### src/rtl/gpio_rgb_pixel_unpacker_if.sv
// rtl/gpio_rgb_pixel_unpacker_if.sv - GPIO channel-word capture and RGB pixel stream bundle
interface gpio_rgb_pixel_unpacker_if;
   logic [31:0] GPIO;
   logic        GPIOEnR;
   logic        GPIOEnG;
   logic        GPIOEnB;
   logic        GPIOEn;
   logic        pix_ready;
   logic        pix_valid;
   logic [7:0]  pix_r;
   logic [7:0]  pix_g;
   logic [7:0]  pix_b;
   logic [17:0] pix_count;
   logic        frame_done;
   logic        overflow;
   logic        order_err;

   modport master (
      output GPIO, GPIOEnR, GPIOEnG, GPIOEnB, GPIOEn, pix_ready,
      input  pix_valid, pix_r, pix_g, pix_b, pix_count, frame_done, overflow, order_err
   );

   modport slave (
      input  GPIO, GPIOEnR, GPIOEnG, GPIOEnB, GPIOEn, pix_ready,
      output pix_valid, pix_r, pix_g, pix_b, pix_count, frame_done, overflow, order_err
   );
endinterface

### src/rtl/gpio_rgb_pixel_unpacker.sv
// rtl/gpio_rgb_pixel_unpacker.sv - assemble GPIO R/G/B words into a FIFO and stream 24-bit pixels
module gpio_rgb_pixel_unpacker #(
   parameter int DEPTH      = 4,
   parameter int MAX_PIXELS = 160000
) (
   input  logic                        clk,
   input  logic                        rst,
   gpio_rgb_pixel_unpacker_if.slave    bus
);

   localparam int          AW       = $clog2(DEPTH);
   localparam logic [17:0] LAST_PIX = 18'(MAX_PIXELS - 1);

   typedef enum logic [1:0] {WAIT_R, WAIT_G, WAIT_B} state_t;

   state_t      state, state_next;
   logic        armed;
   logic [31:0] hold_r, hold_g;
   logic [31:0] mem_r [DEPTH];
   logic [31:0] mem_g [DEPTH];
   logic [31:0] mem_b [DEPTH];
   logic [AW:0] wptr, rptr;
   logic [1:0]  byte_idx;
   logic [17:0] pix_count_q;
   logic        frame_done_q, overflow_q, order_err_q;

   logic        accept, any_stb, multi_stb;
   logic        load_r, load_g, push_req, stb_err;
   logic        full, empty, xfer, pop, push;
   logic [31:0] head_r, head_g, head_b;
   logic [4:0]  bit_sel;

   // GPIOEn in the strobe cycle itself is enough to accept that strobe
   assign accept    = armed | bus.GPIOEn;
   assign any_stb   = accept & (bus.GPIOEnR | bus.GPIOEnG | bus.GPIOEnB);
   assign multi_stb = accept & ((bus.GPIOEnR & bus.GPIOEnG) |
                                (bus.GPIOEnR & bus.GPIOEnB) |
                                (bus.GPIOEnG & bus.GPIOEnB));

   always_comb begin
      state_next = state;
      load_r     = 1'b0;
      load_g     = 1'b0;
      push_req   = 1'b0;
      stb_err    = 1'b0;
      if (any_stb) begin
         if (multi_stb) begin
            stb_err = 1'b1;
         end else begin
            case (state)
               WAIT_R: begin
                  if (bus.GPIOEnR) begin
                     load_r     = 1'b1;
                     state_next = WAIT_G;
                  end else begin
                     stb_err = 1'b1;
                  end
               end
               WAIT_G: begin
                  if (bus.GPIOEnG) begin
                     load_g     = 1'b1;
                     state_next = WAIT_B;
                  end else begin
                     stb_err = 1'b1;
                  end
               end
               WAIT_B: begin
                  if (bus.GPIOEnB) begin
                     push_req   = 1'b1;
                     state_next = WAIT_R;
                  end else begin
                     stb_err = 1'b1;
                  end
               end
               default: state_next = WAIT_R;
            endcase
         end
      end
   end

   assign empty = (wptr == rptr);
   assign full  = (wptr[AW] != rptr[AW]) && (wptr[AW-1:0] == rptr[AW-1:0]);
   assign xfer  = !empty && bus.pix_ready;
   assign pop   = xfer && (byte_idx == 2'd3);
   // a full FIFO still takes the triple if its head group leaves this same cycle
   assign push  = push_req && (!full || pop);

   assign head_r  = mem_r[rptr[AW-1:0]];
   assign head_g  = mem_g[rptr[AW-1:0]];
   assign head_b  = mem_b[rptr[AW-1:0]];
   assign bit_sel = {byte_idx, 3'b000};

   assign bus.pix_valid  = !empty;
   assign bus.pix_r      = empty ? 8'h00 : head_r[bit_sel +: 8];
   assign bus.pix_g      = empty ? 8'h00 : head_g[bit_sel +: 8];
   assign bus.pix_b      = empty ? 8'h00 : head_b[bit_sel +: 8];
   assign bus.pix_count  = pix_count_q;
   assign bus.frame_done = frame_done_q;
   assign bus.overflow   = overflow_q;
   assign bus.order_err  = order_err_q;

   always_ff @(posedge clk) begin
      if (push) begin
         mem_r[wptr[AW-1:0]] <= hold_r;
         mem_g[wptr[AW-1:0]] <= hold_g;
         mem_b[wptr[AW-1:0]] <= bus.GPIO;
      end
   end

   always_ff @(posedge clk) begin
      if (!rst) begin
         state        <= WAIT_R;
         armed        <= 1'b0;
         hold_r       <= '0;
         hold_g       <= '0;
         wptr         <= '0;
         rptr         <= '0;
         byte_idx     <= '0;
         pix_count_q  <= '0;
         frame_done_q <= 1'b0;
         overflow_q   <= 1'b0;
         order_err_q  <= 1'b0;
      end else begin
         state        <= state_next;
         armed        <= armed | bus.GPIOEn;
         if (load_r) hold_r <= bus.GPIO;
         if (load_g) hold_g <= bus.GPIO;
         if (push)   wptr   <= wptr + 1'b1;
         if (pop)    rptr   <= rptr + 1'b1;
         // byte index wraps 3 -> 0 on its own, matching the pop
         if (xfer) begin
            byte_idx    <= byte_idx + 2'd1;
            pix_count_q <= (pix_count_q == LAST_PIX) ? 18'd0 : pix_count_q + 18'd1;
         end
         frame_done_q <= xfer && (pix_count_q == LAST_PIX);
         if (push_req && !push) overflow_q  <= 1'b1;
         if (stb_err)           order_err_q <= 1'b1;
      end
   end

endmodule

### src/flat_wrapper.sv
// flat-port wrapper written by rule: the top's interface ports become plain ports
module gpio_rgb_pixel_unpacker_flat 
#(
   parameter int DEPTH      = 4,
   parameter int MAX_PIXELS = 160000
)
  (clk, rst, bus_GPIO, bus_GPIOEnR, bus_GPIOEnG, bus_GPIOEnB, bus_GPIOEn, bus_pix_ready, bus_pix_valid, bus_pix_r, bus_pix_g, bus_pix_b, bus_pix_count, bus_frame_done, bus_overflow, bus_order_err);
  gpio_rgb_pixel_unpacker_if bus_i ();
  input  logic clk;
  input  logic rst;
  input wire logic [$bits(bus_i.GPIO)-1:0] bus_GPIO;
  input wire logic [$bits(bus_i.GPIOEnR)-1:0] bus_GPIOEnR;
  input wire logic [$bits(bus_i.GPIOEnG)-1:0] bus_GPIOEnG;
  input wire logic [$bits(bus_i.GPIOEnB)-1:0] bus_GPIOEnB;
  input wire logic [$bits(bus_i.GPIOEn)-1:0] bus_GPIOEn;
  input wire logic [$bits(bus_i.pix_ready)-1:0] bus_pix_ready;
  output wire logic [$bits(bus_i.pix_valid)-1:0] bus_pix_valid;
  output wire logic [$bits(bus_i.pix_r)-1:0] bus_pix_r;
  output wire logic [$bits(bus_i.pix_g)-1:0] bus_pix_g;
  output wire logic [$bits(bus_i.pix_b)-1:0] bus_pix_b;
  output wire logic [$bits(bus_i.pix_count)-1:0] bus_pix_count;
  output wire logic [$bits(bus_i.frame_done)-1:0] bus_frame_done;
  output wire logic [$bits(bus_i.overflow)-1:0] bus_overflow;
  output wire logic [$bits(bus_i.order_err)-1:0] bus_order_err;
  assign bus_i.GPIO = bus_GPIO;
  assign bus_i.GPIOEnR = bus_GPIOEnR;
  assign bus_i.GPIOEnG = bus_GPIOEnG;
  assign bus_i.GPIOEnB = bus_GPIOEnB;
  assign bus_i.GPIOEn = bus_GPIOEn;
  assign bus_i.pix_ready = bus_pix_ready;
  assign bus_pix_valid = bus_i.pix_valid;
  assign bus_pix_r = bus_i.pix_r;
  assign bus_pix_g = bus_i.pix_g;
  assign bus_pix_b = bus_i.pix_b;
  assign bus_pix_count = bus_i.pix_count;
  assign bus_frame_done = bus_i.frame_done;
  assign bus_overflow = bus_i.overflow;
  assign bus_order_err = bus_i.order_err;
  gpio_rgb_pixel_unpacker #(.DEPTH(DEPTH), .MAX_PIXELS(MAX_PIXELS)) u_core (.clk(clk), .rst(rst), .bus(bus_i));
endmodule
### config.mk
export PLATFORM = sky130hd
export DESIGN_NAME = gpio_rgb_pixel_unpacker_flat
export DESIGN_NICKNAME = d
export VERILOG_FILES = /design/src/rtl/gpio_rgb_pixel_unpacker_if.sv /design/src/rtl/gpio_rgb_pixel_unpacker.sv /design/src/flat_wrapper.sv
export SDC_FILE = /design/constraint.sdc
export NUM_CORES = 1
export LEC_CHECK = 0
export BUFFER_PORTS_ARGS = -buffer_cell sky130_fd_sc_hd__buf_2
export CAP_MARGIN = 20
export CORE_ASPECT_RATIO = 1.1
export CORE_MARGIN = 5
export CORE_UTILIZATION = 55
export DETAILED_ROUTE_END_ITERATION = 7
export GPL_TIMING_DRIVEN = 0
export PLACE_DENSITY = 0.71
export SLEW_MARGIN = 20
export SYNTH_ARGS = -nofsm -noshare
export SYNTH_HDL_FRONTEND = slang
export SYNTH_SLANG_ARGS = --single-unit
### constraint.sdc
create_clock -name clk -period 9.1 [get_ports clk]
set_input_delay 0.455 -clock clk [delete_from_list [all_inputs] [get_ports clk]]
set_output_delay 0.455 -clock clk [all_outputs]
set_load 0.03 [all_outputs]
== After elaboration in Yosys (flattened, before gate mapping) ==
Memory sizes are Yosys's and may differ from the RTL's. A register that Yosys moved wholly into a read port is not among the register bits.
Cells that the tools add are included.
Word-level totals
  register bits: 96
  bits in writable memories: 384
  input port bits: 39
  output and inout bits: 46
  word-level logic and storage cells: 88
  memories kept: 3
Memory list
  u_core.mem_b: depth 4, width 32, rd ports 1, clocked after memory_dff 1, wr ports 1, RTL line gpio_rgb_pixel_unpacker.sv:21  | logic [31:0] mem_b [DEPTH];
  u_core.mem_g: depth 4, width 32, rd ports 1, clocked after memory_dff 1, wr ports 1, RTL line gpio_rgb_pixel_unpacker.sv:20  | logic [31:0] mem_g [DEPTH];
  u_core.mem_r: depth 4, width 32, rd ports 1, clocked after memory_dff 1, wr ports 1, RTL line gpio_rgb_pixel_unpacker.sv:19  | logic [31:0] mem_r [DEPTH];
Operators by class
  add/subtract/negate cells: 4
  eq/ne operators: 10
  shift-type cells: 3
  mux-type cells: 34
  bitwise logic cells: 11
  reductions and logical operators: 12
Operator list (number)
  $shiftx A32 B6 Y8: 3
  $mux W8: 3
  $mux W1: 19
  $add A18 B1 Y18 const B: 1
  $eq A18 B18 Y1 const B: 1
  $mux W18: 1
  $mux W2: 9
  $add A3 B1 Y3 const B: 2
  $logic_and A1 B1 Y1: 6
  $ne A2 B2 Y1 const B: 3
  $pmux W2 S3: 1
  $and A1 B1 Y1: 5
  $or A1 B1 Y1: 5
  $reduce_and A5 Y1: 1
  $eq A2 B2 Y1 const B: 2
  $eq A3 B3 Y1: 1
  $logic_not A1 Y1: 3
  $pmux W1 S3: 1
  $add A2 B1 Y2 const B: 1
  $eq A2 B1 Y1 const B: 1
  $eq A2 B2 Y1: 1
  $logic_not A2 Y1: 1
  $logic_or A1 B1 Y1: 1
  $ne A1 B1 Y1: 1
  $not A1 Y1: 1

== Depth between registers and ports, before layout ==
Gate-level depths: netlist of the first run.
  word-level depth: 9
  gate-level depth with buffers: 7
  gate-level depth less buffers: 5

== Worst setup path before layout of the first run ==
No wires, ideal clock.
  kind: input to register
  start: in bus_GPIOEnR
  end: mem u_core.mem_b[3][0] (enable)
  setup time: 0.668 ns
  arrival time: 7.526 ns
  required time: 8.432 ns
  slack: 0.906 ns
  stages on the path: 4
  buffers on the path: 1
  path through: buf_2 > nor3b_1 > nand3_1 > nor3_1
Between the ends
  word-level cells in the longest chain between the ends: 9
  elaborated cells between the ends (all ways): 13
  classes of those cells: 4 x mux; 8 x bitwise; 1 x reduce/logical
RTL lines
  start, declared: RTL line flat_wrapper.sv:12  | input wire logic [$bits(bus_i.GPIOEnR)-1:0] bus_GPIOEnR;
  $and A1 B1 Y1, on equally long branches: RTL line gpio_rgb_pixel_unpacker.sv:36, gpio_rgb_pixel_unpacker.sv:37
  $or A1 B1 Y1: RTL line gpio_rgb_pixel_unpacker.sv:36  | assign multi_stb = accept & ((bus.GPIOEnR & bus.GPIOEnG) |
  $or A1 B1 Y1: RTL line gpio_rgb_pixel_unpacker.sv:37  | (bus.GPIOEnR & bus.GPIOEnB) |
  $and A1 B1 Y1: RTL line gpio_rgb_pixel_unpacker.sv:36
  $mux W1: RTL line gpio_rgb_pixel_unpacker.sv:47  | if (multi_stb) begin
  $mux W1 *: RTL line gpio_rgb_pixel_unpacker.sv:46  | if (any_stb) begin
  $logic_and A1 B1 Y1 *: RTL line gpio_rgb_pixel_unpacker.sv:86  | assign push = push_req && (!full || pop);
  $mux W1 *: RTL line gpio_rgb_pixel_unpacker.sv:103  | if (push) begin
  $mux W1 (not written as such) *: RTL line gpio_rgb_pixel_unpacker.sv:106  | mem_b[wptr[AW-1:0]] <= bus.GPIO;
  end, declared: RTL line gpio_rgb_pixel_unpacker.sv:21
Every way passes the cells marked *; elsewhere a longest branch is shown, timed or not.

==> summary.md, run 1 <==
| Metric | Value |
|---|---|
| Yosys warnings | `0` |
| Post-DP Area | `19600 µm²` |
| Global-route wire length before repair | `63.8 mm` |
| Critical R2R Capture | `u_core.mem_b[3][22]$_DFFE_PP_` |
| Setup CP Type | `flip-flop to output pin` |
| Syn Inst Count | `1072` |
| CP Launch Type | `flip-flop` |
| Fin nets | `1268` |
| Setup Skew | `0.0206 ns` |
| # resized after CTS | `0` |
| Placer Congestion | `0.806` |
| Post-synth top area share | `62.9%` |
| GRT Resource Usage Total | `23.0%` |
| Post-synth EDFFs | `384` |
| Syn nets | `1118` |
| Pwr dens | `201 nW/µm²` |
| H-tree Lvls | `2` |
| Final Instance Area | `21000 µm²` |
| Actual slew at the worst max-slew pin | `1.02 ns` |
| Fmax | `242 MHz` |
| Slew margin rel. | `31.2%` |
| Later-pin clock latency in the skew report | `0.55 ns` |
| Worst-path fanout max | `10` |
| Die width | `184 µm` |
| Stages on worst setup path | `7` |
| Routed Wire Length | `42.3 mm` |
| Buffers on Ports | `83` |
| WL/cell | `25.0 µm` |
| Final hold violations | `0` |
| Synth area leader | `edfxtp_1` |
| Area of the core | `33100 µm²` |
| Vias in the first global route | `10500` |
| Die Ht | `201 µm` |
| Die area | `37100 µm²` |
| Via Count | `10300` |
| CP Cell Sequence | `buf_2 > clkbuf_1 > clkbuf_1 > mux4_2 > a22oi_1 > a21oi_1 > buf_2` |
| R2r startpoint | `u_core.byte_idx[0]$_SDFFE_PN0P_` |
| Hold buffer count at CTS | `0` |
| Worst Hold Class | `input pin to flip-flop` |
| Hold EP | `u_core.mem_b[2][0]$_DFFE_PP_` |
| CP top delay family | `buffers and inverters` |
| Syn Std Cell Area | `18300 µm²` |
| Dpl hpwl | `28.3 mm` |
| TritonCTS clock tree | `built` |
| Unique masters post-synth | `48` |
| Pre-CTS setup slack | `5.58 ns` |
| Crit path DAT | `3.68 ns` |
| Worst VDD drop | `0.167 mV` |
| Worst Path Buf+Inv | `4` |
| Maxcap violations | `0` |
| Hold depth | `1` |
| Register area share after synthesis | `73.6%` |
| Total gr overflow | `0` |
| Drt pass-1 iters | `5` |
| Crit. End Element | `output pin` |
| # setup viols final | `0` |
| Routed vias/inst | `6.08` |
| Final Max Tran Viols | `0` |
| Layout Utilization | `63.4%` |
| Leakage | `7.14 nW` |
| Root buffer cell | `clkbuf_16` |
| Status | `finished clean` |
| CTS max path bufs | `3` |
| Largest net degree at the start of global routing | `44` |
| Seq cells post-synth | `482` |
| Area delta synth->final | `14.5%` |
| Post-CTS Setup Bufs | `0` |
| Ports | `85` |
| Final period utilization | `45.4%` |
| Initial core utilization | `55.4%` |
| Hold Startpoint | `bus_GPIO[0]` |
| Required time of the critical path | `8.65 ns` |
| Post-route DRC | `0` |
| Max stage delay on crit path | `0.68 ns` |
| Synth async-reset ratio | `0%` |
| Fillers | `2352` |
| Prevailing post-synth register cell | `edfxtp_1` |
| Crit-path slowest cell | `clkbuf_1` |
| Cell Rows | `70` |
| FF-to-FF setup slack | `5.97 ns` |
| Initial antenna violation count | `6` |
| Share of cells above drive strength 1 | `24.2%` |
| Syn avg cell area | `17.1 µm²` |
| R2R cell count | `10` |
| Clk sinks | `482` |
| Worst Setup Slack, final | `4.97 ns` |
| Initial drt markers | `1005` |
| TritonCTS Buffers | `46` |
| Worst-path clk slew | `0.06 ns` |
| Post-route ant nets | `0` |
| Ranking of synthesized cells by area | `edfxtp_1 (63%), mux4_2 (12%), dfxtp_1 (11%), nand2_1 (2.9%), a21oi_1 (2.8%)` |
| RSZ-0062 raised after global routing | `false` |
| Fin crit period | `4.13 ns` |
==> cell type report <==
| cell class | count | area (µm²) | share of cell area [%] |
|---|---|---|---|
| diodes | 2 | 5.00 | 0.0238 |
| well taps | 432 | 541 | 2.58 |
| repair buffers | 102 | 678 | 3.23 |
| multi-input cells | 517 | 4520 | 21.6 |
| flip-flops and latches | 482 | 13500 | 64.3 |
| plain buffers | 65 | 300 | 1.43 |
| clock buffers | 73 | 1360 | 6.46 |
| clock inverters | 12 | 60.1 | 0.286 |
| inverters | 8 | 30.0 | 0.143 |
==> power by group <==
group | leakage, nW | total [W] | internal [W] | switching [W]
combinational | 1.79 | 0.0000592 | 0.0000154 | 0.0000439
sequential | 4.66 | 0.00237 | 0.00237 | 0.00000670
clock | 0.698 | 0.00179 | 0.00102 | 0.000766
==> how the worst max path moves through the flow <==
| stage | to | slack [ns] | start |
|---|---|---|---|
| after floorplan | u_core.mem_b[3][0]$_DFFE_PP_ | 0.91 | bus_GPIOEnR |
| after global placement | u_core.mem_r[3][19]$_DFFE_PP_ | -4.44 | bus_GPIOEnG |
| after detailed placement | bus_pix_b[1] | 5.58 | flip-flop |
| after CTS | bus_pix_b[1] | 5.01 | flip-flop |
| after global routing | bus_pix_b[1] | 4.95 | flip-flop |
| final | bus_pix_b[1] | 4.97 | flip-flop |
==> registers in the layout (all words and copies together), names as in the netlist, 2 cells and up, named ones only <==
signal / cells
u_core.hold_r: 32
u_core.rptr: 3
u_core.mem_r: 128
u_core.hold_g: 32
u_core.wptr: 3
u_core.state: 2
u_core.mem_g: 128
u_core.byte_idx: 2
u_core.mem_b: 128
u_core.bus.pix_count: 18
==> metal layers <==
metal	wire, µm	share of wire (%)	vias to the layer above	track usage (%)
met3	3610	8.5	84	4.52
met2	21500	51	442	38.3
met1	16000	38	5231	31.4
met4	1060	2.5	8	5.94
met5	48	0.11	-	0
li1	-	-	4527	-
==> synth_stat cells (all sizes together), types with 5 or more instances <==
cell type	n
dfxtp	98
nand3	8
inv	7
o31ai	11
buf	25
clkbuf	40
nor3	5
nor2	17
edfxtp	384
ha	7
and4	6
mux4	96
o21ai	7
xor2	9
a22oi	48
a21oi	103
nand2	142
or4	9
mux2i	5
==> worst register-to-register path: stages (launching register included) <==
cell     delay, ns
dfxtp_1       0.49
ha_1          0.21
nand2_1       0.07
and4_2        0.27
nor3_2        0.62
buf_6         0.25
buf_6         0.16
buf_4         0.22
buf_6         0.17
buf_4         0.21
buf_6         0.18
==> placed cells by master (no fill, tap or decap), drive strengths merged, types with 8 or more instances in the layout <==
master  Yosys  routed
a21oi     103     103
a22oi      48      48
buf        25     127
clkbuf     40     113
clkinv      1      12
dfxtp      98      98
edfxtp    384     384
inv         7       8
mux4       96      96
nand2     142     142
nand3       8       8
nor2       17      17
o31ai      11      11
or4         9       9
xor2        9       9
==> per-stage QoR <==
stage	cells	power (W)	hold slack, ns	setup TNS [ns]
2_1_floorplan	1072	0.00244	0.460	0
3_3_place_gp	1587	0.00248	0.444	-425.05
3_5_place_dp	1606	0.00248	0.457	0
4_1_cts	1691	0.00424	0.159	0
5_1_grt	1691	0.00435	0.175	0
6_report	1693	0.00422	0.180	0
==> kinds of logic (layout without fill, tap and decap cells) <==
kind of cell	count (synthesis)	after routing	share of synthesized area (%)
AO/OA/AOI/OAI	181	181	5.99
adder cells (fa/ha/maj)	7	7	0.478
multiplexers	101	101	12.1
XOR/XNOR	13	13	0.703
buffers and inverters	73	260	1.80
AND/OR/NAND/NOR	215	215	5.37
other	0	2	0
flip-flops	482	482	73.6
(Power assumes the default switching activity.)
==> run 2: changes to the inputs <==
clock period = 4 ns   (was 9.1 ns; I/O delays follow)
==> run 2 against run 1 <==
Compared with the run above: via count is 1.2% higher; clock skew up 0.0012 ns; global-route usage up 0.057 points; die area unchanged; largest power group unchanged.
==> summary.md, run 2 (synthesized netlist as in run 1, its figures left out) <==
| Metric | Value |
|---|---|
| Worst Hold Class | `input pin to flip-flop` |
| Met1 wire length | `16.9 mm (+5.2%)` |
| Initial antenna violation count | `1 (-5)` |
| CP Launch Type | `flip-flop` |
| Fmax | `269 MHz` |
| Met2 WL post-DR | `21.8 mm (+1.3%)` |
| Final Instance Area | `21500 µm² (+2.4%)` |
| Crit-path slowest cell | `clkbuf_1` |
| Worst hold slack | `0.0108 ns (-0.169 ns)` |
| Root buffer cell | `clkbuf_16` |
| Final Max Tran Viols | `0 (unchanged)` |
| Post-route ant nets | `0 (unchanged)` |
| Via Count | `10400 (+1.2%)` |
| CP Cell Sequence | `buf_2 > clkbuf_1 > clkbuf_1 > mux4_2 > a22oi_1 > a21oi_1 > buf_2` |
| FF-to-FF setup slack | `1.18 ns (-4.79 ns)` |
| Post-DP Area | `19600 µm² (about the same)` |
| Fin nets | `1297 (+2.3%)` |
| Worst Setup Slack, final | `0.277 ns (-4.69 ns)` |
| Area delta synth->final | `17.2%` |
| WL/cell | `24.8 µm (-0.71%)` |
| Actual slew at the worst max-slew pin | `1.07 ns (+0.0515 ns)` |
| Final period utilization | `93.1%` |
| GRT Resource Usage Total | `23.0% (+0.057 points)` |
| Worst-path fanout max | `10 (unchanged)` |
| Leakage | `7.35 nW (+2.9%)` |
| Vias in the first global route | `10300 (-2.0%)` |
| Cell Rows | `70 (unchanged)` |
| H-tree Lvls | `2 (unchanged)` |
| Worst-path clk slew | `0.07 ns (about the same)` |
| Required time of the critical path | `3.80 ns (-4.85 ns)` |
| Clk sinks | `482 (unchanged)` |
| Pwr dens | `465 nW/µm² (+130%)` |
| Sw Pwr | `0.00198 W (+140%)` |
| # setup viols final | `0 (unchanged)` |
| RSZ-0062 raised after global routing | `false` |
| Crit. End Element | `output pin` |
| Area of the core | `33100 µm² (unchanged)` |
| Die area | `37100 µm² (unchanged)` |
| DR WL met3 | `3.31 mm (-8.2%)` |
| Later-pin clock latency in the skew report | `0.56 ns (about the same)` |
| Top Metal Used | `met4` |
| Commonest cells after routing, fill and taps aside | `edfxtp_1 (384), nand2_1 (142), buf_2 (106)` |
| CTS max path bufs | `3 (unchanged)` |
| Share of cells above drive strength 1 | `24.7% (+0.50 points)` |
| Clk network pwr share | `44.4% (+2.0 points)` |
| Initial core utilization | `55.4% (unchanged)` |
| Die width | `184 µm (unchanged)` |
| Slew margin rel. | `27.8% (-3.5 points)` |
| Placer Congestion | `0.790 (-1.9%)` |
| Setup Skew | `0.0217 ns (+0.00117 ns)` |
| Fin crit period | `3.72 ns` |
| Ports | `85 (unchanged)` |
| TritonCTS clock tree | `built` |
| Commonest non-fill, non-tap cell in the layout | `edfxtp_1` |
| Max stage delay on crit path | `0.65 ns (-0.03 ns)` |
| Register share of total power | `54.0% (-2.2 points)` |
| Die Ht | `201 µm (unchanged)` |
| Post-route DRC | `0 (unchanged)` |
| Drt pass-1 iters | `6 (+1)` |
| TritonCTS Buffers | `47 (+2.2%)` |
| Final hold violations | `0 (unchanged)` |
| Largest net degree at the start of global routing | `45 (+2.3%)` |
| Sw frac | `19.8% (+0.42 points)` |
| Maxcap violations | `0 (unchanged)` |
| Total gr overflow | `0 (unchanged)` |
| Initial drt markers | `1172 (+17%)` |
| Global-route wire length before repair | `63.9 mm (+0.13%)` |
| P_int | `0.00801 W (+140%)` |
| Buffers on Ports | `83 (unchanged)` |
| Crit path DAT | `3.52 ns (-0.16 ns)` |
| Setup CP Type | `flip-flop to output pin` |
| Pre-CTS setup slack | `0.893 ns (-4.69 ns)` |
| Worst VDD drop | `0.332 mV (+99%)` |
| Combinational power share | `1.6% (+0.2 points)` |
| Routed vias/inst | `6.05 (-0.56%)` |
| # resized after CTS | `0 (unchanged)` |
| Dpl hpwl | `28.3 mm (about the same)` |
| Routed Wire Length | `42.7 mm (+1.0%)` |
| Status | `finished clean` |
run 2: changes by cell type in the layout (fill, tap and decap cells not counted), sizes merged, moves of 2 or more:
cell         delta
dlygate4sd3    +32
clkinvlp        +5
clkinv          +2
bufinv          +3
inv             +3
buf             -4
clkbuf         -10
run 2: what timing repair did:
| action | in CTS | in global routing |
|---|---|---|
| hold buffers | 32 | 0 |
| setup buffers | 0 | 0 |
| hold endpoints to repair | 178 | 0 |
run 2: layer usage:
layer  track usage, %  vias up
met2             38.5      446
met1             32.1     5320
met5                0        -
li1                 -     4591
met3             4.32       59
met4             5.04        0
run 2: final timing paths:
check	end	from	cells after the start
worst max-delay path	bus_pix_g[5]	flip-flop	7
worst min-delay path	u_core.hold_g[3]$_SDFFE_PN0P_	bus_GPIO[3]	3
worst max register to register	u_core.mem_r[2][17]$_DFFE_PP_	u_core.byte_idx[0]$_SDFFE_PN0P_	7
worst min register to register	u_core.bus.order_err$_SDFFE_PN0P_	u_core.bus.order_err$_SDFFE_PN0P_	1
run 2: area by class of cell:
type	count	area (µm²)
Multi-Input combinational cell	517	4530
Sequential cell	482	13500
Clock buffer	63	1350
Timing Repair Buffer	130	1010
Fill cell	2291	11600
Clock inverter	25	226
Tap cell	432	541
Buffer	65	300
Antenna cell	1	2.50
Inverter	8	30.0
run 2: through the flow:
stage	util [%]	total power (W)	setup TNS [ns]	std cells
after global placement	58.3	0.00563	-668.79	1587
after CTS	64.9	0.0100	0	1722
after detailed placement	59.1	0.00564	0	1602
final	64.9	0.00999	0	1723
after floorplan	-	0.00555	0	1072
after global routing	64.9	0.0103	0	1723
run 2: critical path: cells and delay by family (launching register included):
kind | cells | cell delay [ns]
flip-flops | 1 | 0.30
AO/OA/AOI/OAI | 2 | 0.59
buffers and inverters | 4 | 1.65
multiplexers | 1 | 0.42
run 2: power groups by stage:
stage	Sequential, W	Clock (W)	Combinational, W
CTS	0.00540	0.00447	0.000161
floorplan	0.00550	0	0.0000479
finish	0.00540	0.00443	0.000161
detailed placement	0.00550	0	0.000135
global placement	0.00550	0	0.000131
global route	0.00540	0.00470	0.000172
==> run 3: changes to the inputs <==
CORE_MARGIN = 1   (was 5)
==> run 3 against run 2 <==
Compared with the run above: global-route usage rose by 2.4 points; non-clock buffer count fell by 1; critical path depth did not move; sequential share of layout area fell by 0.13 points; first-iteration DRC count fell by 22%; hold slack improved by 0.0052 ns; final cell count fell by 0.64%; critical endpoint unchanged; combinational power barely moved.
==> summary.md, run 3 (synthesized netlist as in run 1, its figures left out) <==
| Metric | Value |
|---|---|
| Status | `finished clean` |
| Post-route ant nets | `0 (unchanged)` |
| Largest net degree at the start of global routing | `45 (unchanged)` |
| Die area | `34100 µm² (-8.1%)` |
| Setup CP Type | `flip-flop to output pin` |
| Initial drt markers | `918 (-22%)` |
| Combinational power share | `1.6% (about the same)` |
| Share of cells above drive strength 1 | `24.3% (-0.39 points)` |
| Final period utilization | `93.0% (-0.12 points)` |
| Root buffer cell | `clkbuf_16` |
| Via Count | `10300 (-0.80%)` |
| Area delta synth->final | `17.4%` |
| CP Launch Type | `flip-flop` |
| GRT Resource Usage Total | `25.4% (+2.4 points)` |
| CTS max path bufs | `3 (unchanged)` |
| Worst-path fanout max | `10 (unchanged)` |
| Total power draw | `0.0102 W (+1.8%)` |
| Die Ht | `193 µm (-4.0%)` |
| Area of the core | `32500 µm² (-1.7%)` |
| Inserted Diodes | `0 (-1)` |
| Max stage delay on crit path | `0.63 ns (-0.02 ns)` |
| Ports | `85 (unchanged)` |
| Worst Setup Slack, final | `0.282 ns (+0.00484 ns)` |
| # setup viols final | `0 (unchanged)` |
| Final Max Tran Viols | `0 (unchanged)` |
| Initial core utilization | `56.3% (+0.95 points)` |
| # resized after CTS | `0 (unchanged)` |
| Hold depth | `3 (unchanged)` |
| Commonest cells after routing, fill and taps aside | `edfxtp_1 (384), nand2_1 (142), buf_2 (106)` |
| Crit-path slowest cell | `clkbuf_1` |
| Commonest non-fill, non-tap cell in the layout | `edfxtp_1` |
| TritonCTS clock tree | `built` |
| Placer Congestion | `0.788 (-0.33%)` |
| Vias in the first global route | `10400 (+0.52%)` |
| Later-pin clock latency in the skew report | `0.55 ns (about the same)` |
| Fin crit period | `3.72 ns (-0.00484 ns)` |
| Crit. End Element | `output pin` |
| Maxcap violations | `0 (unchanged)` |
| CP Cell Sequence | `buf_2 > clkbuf_1 > clkbuf_1 > mux4_2 > a22oi_1 > a21oi_1 > buf_2` |
| Fmax | `269 MHz (+0.13%)` |
| Worst-path clk slew | `0.06 ns (about the same)` |
| CP top delay family | `buffers and inverters` |
| Worst Hold Class | `input pin to flip-flop` |
| Sw Pwr | `0.00190 W (-3.9%)` |
| H-tree Lvls | `2 (unchanged)` |
| Actual slew at the worst max-slew pin | `0.999 ns (-0.0756 ns)` |
| WL/cell | `24.6 µm (-0.62%)` |
| Total gr overflow | `0 (unchanged)` |
| Dpl hpwl | `28.1 mm (-0.74%)` |
| Global-route wire length before repair | `63.3 mm (-0.93%)` |
| Final hold violations | `0 (unchanged)` |
| RSZ-0062 raised after global routing | `false` |
| Stages on worst setup path | `7 (unchanged)` |
| Crit path DAT | `3.52 ns (about the same)` |
| Sw frac | `18.7% (-1.1 points)` |
| Required time of the critical path | `3.80 ns (about the same)` |
| Leakage | `7.38 nW (+0.50%)` |
| Worst Path Buf+Inv | `4 (unchanged)` |
| Routed Wire Length | `42.2 mm (-1.3%)` |
| Buffers on Ports | `83 (unchanged)` |
| Pre-CTS setup slack | `0.897 ns (+0.00378 ns)` |
| Initial antenna violation count | `0 (-1)` |
| Worst VDD drop | `0.296 mV (-11%)` |
| Pwr dens | `472 nW/µm² (+1.6%)` |
| Clk network pwr share | `45.3% (+0.9 points)` |
| Routed vias/inst | `6.04 (-0.16%)` |
| P_int | `0.00827 W (+3.2%)` |
| Cell Rows | `69 (-1.4%)` |
| Slew margin rel. | `32.9% (+5.1 points)` |
| TritonCTS Buffers | `46 (-2.1%)` |
| Die width | `176 µm (-4.3%)` |
| Drt pass-1 iters | `5 (-1)` |
| Setup Skew | `0.0213 ns (-0.000407 ns)` |
| Fin nets | `1295 (-0.15%)` |
| Post-route DRC | `0 (unchanged)` |
| Register share of total power | `53.1% (-0.9 points)` |
| R2R cell count | `7 (unchanged)` |
| Clk sinks | `482 (unchanged)` |
## run 3: path summary, 6_finish.rpt
| kind | endpoint | slack, ns | from |
|---|---|---|---|
| max reg2reg | u_core.mem_b[0][6]$_DFFE_PP_ | 1.19 | u_core.byte_idx[0]$_SDFFE_PN0P_ |
| max | bus_pix_g[5] | 0.28 | flip-flop |
| min | u_core.hold_g[5]$_SDFFE_PN0P_ | 0.02 | bus_GPIO[5] |
| min reg2reg | u_core.bus.overflow$_SDFFE_PN0P_ | 0.47 | u_core.bus.overflow$_SDFFE_PN0P_ |
## run 3: worst register-to-register path: cells and delay by family (launching register included)
family | cells | cell delay [ns]
AND/OR/NAND/NOR | 4 | 1.15
adder cells (fa/ha/maj) | 1 | 0.21
flip-flops | 1 | 0.49
buffers and inverters | 2 | 0.59
## run 3: final cells by class
cell class,count,area (µm²)
Timing Repair Buffer,129,1000
Sequential cell,482,13500
Buffer,65,300
Clock inverter,19,269
Clock buffer,66,1370
Multi-Input combinational cell,517,4530
Tap cell,426,533
Fill cell,2186,11000
Inverter,8,30.0
## run 3: layer usage
metal / global-route usage [%] / vias to the layer above / share of wire (%)
li1: - / 4572 / -
met1: 34.2 / 5240 / 39
met2: 41.0 / 443 / 49
met3: 5.01 / 78 / 8.1
met4: 10.0 / 0 / 3.7
met5: 0 / - / 0
## run 3: what timing repair did
| action | CTS | global route |
|---|---|---|
| setup buffers | 0 | 0 |
| hold buffers | 30 | 1 |
| endpoints found under the hold margin | 157 | 4 |
## run 3: power by group through the flow
stage | sequential (W) | combinational, W | clock, W
global route | 0.00540 | 0.000172 | 0.00484
CTS | 0.00540 | 0.000160 | 0.00465
detailed placement | 0.00550 | 0.000135 | 0
finish | 0.00540 | 0.000162 | 0.00461
global placement | 0.00550 | 0.000132 | 0
floorplan | 0.00550 | 0.0000479 | 0
## run 3: through the flow
stage / util, % / cells / hold slack (ns) / area (µm²) / TNS (ns)
after global routing: 66.1 / 1712 / 0.0124 / 21500 / 0
after CTS: 66.1 / 1711 / 0.00323 / 21500 / 0
final: 66.1 / 1712 / 0.0160 / 21500 / 0
after floorplan: - / 1072 / 0.299 / 18300 / 0
after detailed placement: 60.1 / 1596 / 0.452 / 19600 / 0
after global placement: 59.3 / 1581 / 0.445 / 19300 / -676.89
